File: src/rtl/mult_sequencer.sv
// Control FSM for the shift-and-add multiplier: LOAD, n RUN steps, one-cycle DONE pulse.
// Optional MULT_EARLY_EXIT_EN: leave RUN as soon as the multiplier register reads zero.
module mult_sequencer #(
    parameter int n  = 8,
    parameter int CW = $clog2(n) + 1
) (
    input  logic          clock,
    input  logic          reset,
    input  logic          start,
    input  logic          mult_lsb,
    input  logic          mult_zero,
    output logic          sel_load,
    output logic          en_shift,
    output logic          acc_clear,
    output logic          acc_load,
    output logic          busy,
    output logic          finished,
    output logic [CW-1:0] count
);

    typedef enum logic [1:0] {
        IDLE = 2'd0,
        LOAD = 2'd1,
        RUN  = 2'd2,
        DONE = 2'd3
    } state_t;

    state_t        state_q, state_d;
    logic [CW-1:0] count_q, count_d;

    always_ff @(posedge clock) begin
        if (reset) begin
            state_q <= IDLE;
            count_q <= '0;
        end else begin
            state_q <= state_d;
            count_q <= count_d;
        end
    end

    always_comb begin
        state_d   = state_q;
        count_d   = count_q;
        sel_load  = 1'b0;
        en_shift  = 1'b0;
        acc_clear = 1'b0;
        acc_load  = 1'b0;
        busy      = 1'b0;
        finished  = 1'b0;
        case (state_q)
            IDLE: begin
                if (start) state_d = LOAD;
            end
            LOAD: begin
                sel_load  = 1'b1;
                en_shift  = 1'b1;
                acc_clear = 1'b1;
                busy      = 1'b1;
                count_d   = '0;
                state_d   = RUN;
            end
            RUN: begin
                busy     = 1'b1;
                en_shift = 1'b1;
                acc_load = mult_lsb;
                count_d  = count_q + 1'b1;
                // Exit on the last iteration so count lands on n and never wraps.
                if (count_q == CW'(n - 1)) state_d = DONE;
`ifdef MULT_EARLY_EXIT_EN
                if (mult_zero) begin
                    en_shift = 1'b0;
                    acc_load = 1'b0;
                    count_d  = count_q;
                    state_d  = DONE;
                end
`endif
            end
            DONE: begin
                finished = 1'b1;
                state_d  = IDLE;
            end
            default: state_d = IDLE;
        endcase
    end

    assign count = count_q;

`ifndef MULT_EARLY_EXIT_EN
    logic unused_zero;
    assign unused_zero = mult_zero;
`endif

endmodule

File: config.mk
export PLATFORM = sky130hd
export DESIGN_NAME = mult_sequencer
export DESIGN_NICKNAME = d
export VERILOG_FILES = /design/src/rtl/mult_sequencer.sv
export SDC_FILE = /design/constraint.sdc
export NUM_CORES = 1
export LEC_CHECK = 0
export ABC_AREA = 1
export CAP_MARGIN = 0
export CORE_AREA = 2 2 39 41
export DETAILED_ROUTE_END_ITERATION = 8
export DIE_AREA = 0 0 41 43
export PLACE_DENSITY_LB_ADDON = 0.12
export SLEW_MARGIN = 0
export SYNTH_ARGS = -nofsm -noshare
export SYNTH_HDL_FRONTEND = slang
export SYNTH_SLANG_ARGS = --single-unit
File: constraint.sdc
create_clock -name clock -period 3.5 [get_ports clock]
set_clock_uncertainty 0.05 [all_clocks]
set_input_delay 0.35 -clock clock [delete_from_list [all_inputs] [get_ports clock]]
set_output_delay 0.35 -clock clock [all_outputs]
set_load 0.02 [all_outputs]
==> impl_metrics.tcl <==
set metrics [dict create \
    status "complete, no violations" \
    portBuffers 13 \
    hold_class "reg -> reg" \
    ant_nets 0 \
    fmax_ghz 0.4491 \
    core_area_um2 1384 \
    postSynthNetCount 60 \
    finalPower_mw 0.3763 \
    worstPathRequired_ps 3100 \
    ys_warn_count 0 \
    dpl.cell_count 76 \
    rows 14 \
    slew_viol_final 0 \
    final_hold_viol_count 0 \
    final_core_util 0.3797 \
    layout-drive-gt1-share 0.09524 \
    drt-vias-per-instance 4.405 \
    crit_path_start_kind "register" \
    syn_area_per_cell_um2 7.507 \
    clock_latency_ps 240 \
    worst_pin_slew_ps 264.5 \
    holdBufCountCts 0 \
    setup_viol 0 \
    crit_path_max_fanout 8 \
    overflow 0 \
    yosysTopAreaCell "dfxtp_1" \
    fin_hold_ws_ps 463.6 \
    antenna_found_initial 0 \
    numClockSinks 6 \
    yosysSeqAreaShare 0.3265 \
    arrival_ps 1830 \
    fp.dieW_um 41 \
    min_period_ps 2227 \
    path_cells "inv_1 > ha_1 > clkdlybuf4s50_1" \
    grt_setup_unrepaired "no" \
    ir_drop_uv 206.4 \
    netlist_area_um2 367.9 \
    clk_root_buffer_cell "clkbuf_4" \
    numCtsBuffers 3 \
    maxCapViolations 0 \
    min_from "count[1]$_SDFFE_PP0P_" \
    dieArea_um2 1763 \
    drt-total-wl_um 709 \
    fillers 149 \
    crit_type "reg -> out" \
    slowest_delay_ps 660 \
    cts.clk_slew.worst_paths_ps 40 \
    area_growth_pct 42.86 \
    period_share 0.6362 \
    setup_slack_ps 1273 \
    r2r-start "state_q[1]$_SDFFE_PP0P_" \
    place_ws_ps 1494 \
    drc 0 \
    grt_max_degree 9 \
    drt_iter0_drc 3 \
    place_area_um2 503.0 \
    power.density_nw_per_um2 716.1 \
    grt_pass1_wl_um 1124 \
    h-tree-depth 1 \
    avgRoutedWirePerCell_um 8.975 \
    r2r_slack_ps 1980 \
    cts_resized 0 \
    place_congestion 0.6845 \
    startpoint "state_q[1]$_SDFFE_PP0P_" \
    final_cells 79 \
    post_cts_buffers 0 \
    fin_tns_setup_ps 0 \
    grt_usage 0.09768 \
    ys_seq_elements 6 \
    fin_area_um2 525.5 \
    cp_slowest_cell "clkdlybuf4s50_1" \
    cts_buffer_depth 2 \
    nets 76 \
    ys_types 14 \
    yosys.area.top_type_share 0.3265 \
    critPathCaptureType "primary output" \
    dr_total_vias 348 \
    synthCells 49 \
    num_antenna_cells 0 \
    leakagePower_nw 0.2360 \
    synth_area_leaders "dfxtp_1 (33%), ha_1 (20%), nand2_1 (9.2%)" \
    firstDrtPassIters 4 \
    cts_tree "done" \
    io_pins 15 \
    grt_pass1_vias 288 \
    start_util 0.2658 \
    relSlewSlack 0.8237 \
    die_h_um 43 \
]
[cell families (layout without fill, tap and decap cells)]
kind of cell | count (synthesis) | in the layout | synth area share
AOI/OAI and AO/OA | 6 | 6 | 0.08161
DFF | 6 | 6 | 0.3265
xor gates and xnor gates | 1 | 1 | 0.02381
and+or+nand+nor | 21 | 21 | 0.2517
adders and majority gates | 6 | 6 | 0.2041
buffers and inverters | 9 | 23 | 0.1122
[cell type report]
cell class / instances / area [um2] / share of cell area
multi-input cells: 34 / 206.4 / 0.3929
repair buffers: 13 / 130.1 / 0.2476
flip-flops and latches: 6 / 120.1 / 0.2286
inverters: 7 / 26.28 / 0.05000
clock buffers: 3 / 22.52 / 0.04286
well taps: 16 / 20.02 / 0.03810
[metal layers]
layer,vias up,GRT usage,share of wire
li1,182,-,-
met1,155,0.1169,0.49
met2,9,0.1250,0.45
met3,2,0.01571,0.052
met4,0,0.1200,0.011
met5,-,0,0
[worst max-delay path: cells and delay by family (launching register included)]
family,cells,cell delay (ps)
fa+ha+maj,1,440
buf+inv,2,750
flops,1,400
[Yosys cell counts]
master / count
a21oi_1: 5
and3_2: 1
nand2_2: 1
o21ai_0: 1
nor2_2: 1
inv_1: 7
nor2_1: 5
nand2_1: 9
dfxtp_1: 6
nand3_1: 3
buf_4: 2
xor2_1: 1
nor3_1: 1
ha_1: 6
[power breakdown]
group	switching [mW]	internal, mW
sequential	0.0148	0.0810
clock	0.0243	0.0387
combinational	0.122	0.0954
total	0.161	0.215
[registers in the layout, summed over array words and instances, names as in the netlist]
name,cells
count,4
state_q,2
[layout by cell type (no fill, tap or decap), drive strengths merged]
cell type	n
clkdlybuf4s50	13
nand2	10
inv	7
ha	6
dfxtp	6
nor2	6
a21oi	5
nand3	3
clkbuf	3
o21ai	1
xor2	1
and3	1
nor3	1
[path summary, 6_finish.rpt]
| path | to | cells after the start |
|---|---|---|
| worst min-delay path | count[1]$_SDFFE_PP0P_ | 2 |
| worst max-delay path | en_shift | 3 |
| worst min register to register | count[1]$_SDFFE_PP0P_ | 2 |
| worst max register to register | count[2]$_SDFFE_PP0P_ | 5 |
Power figures use the tool's default switching activity.
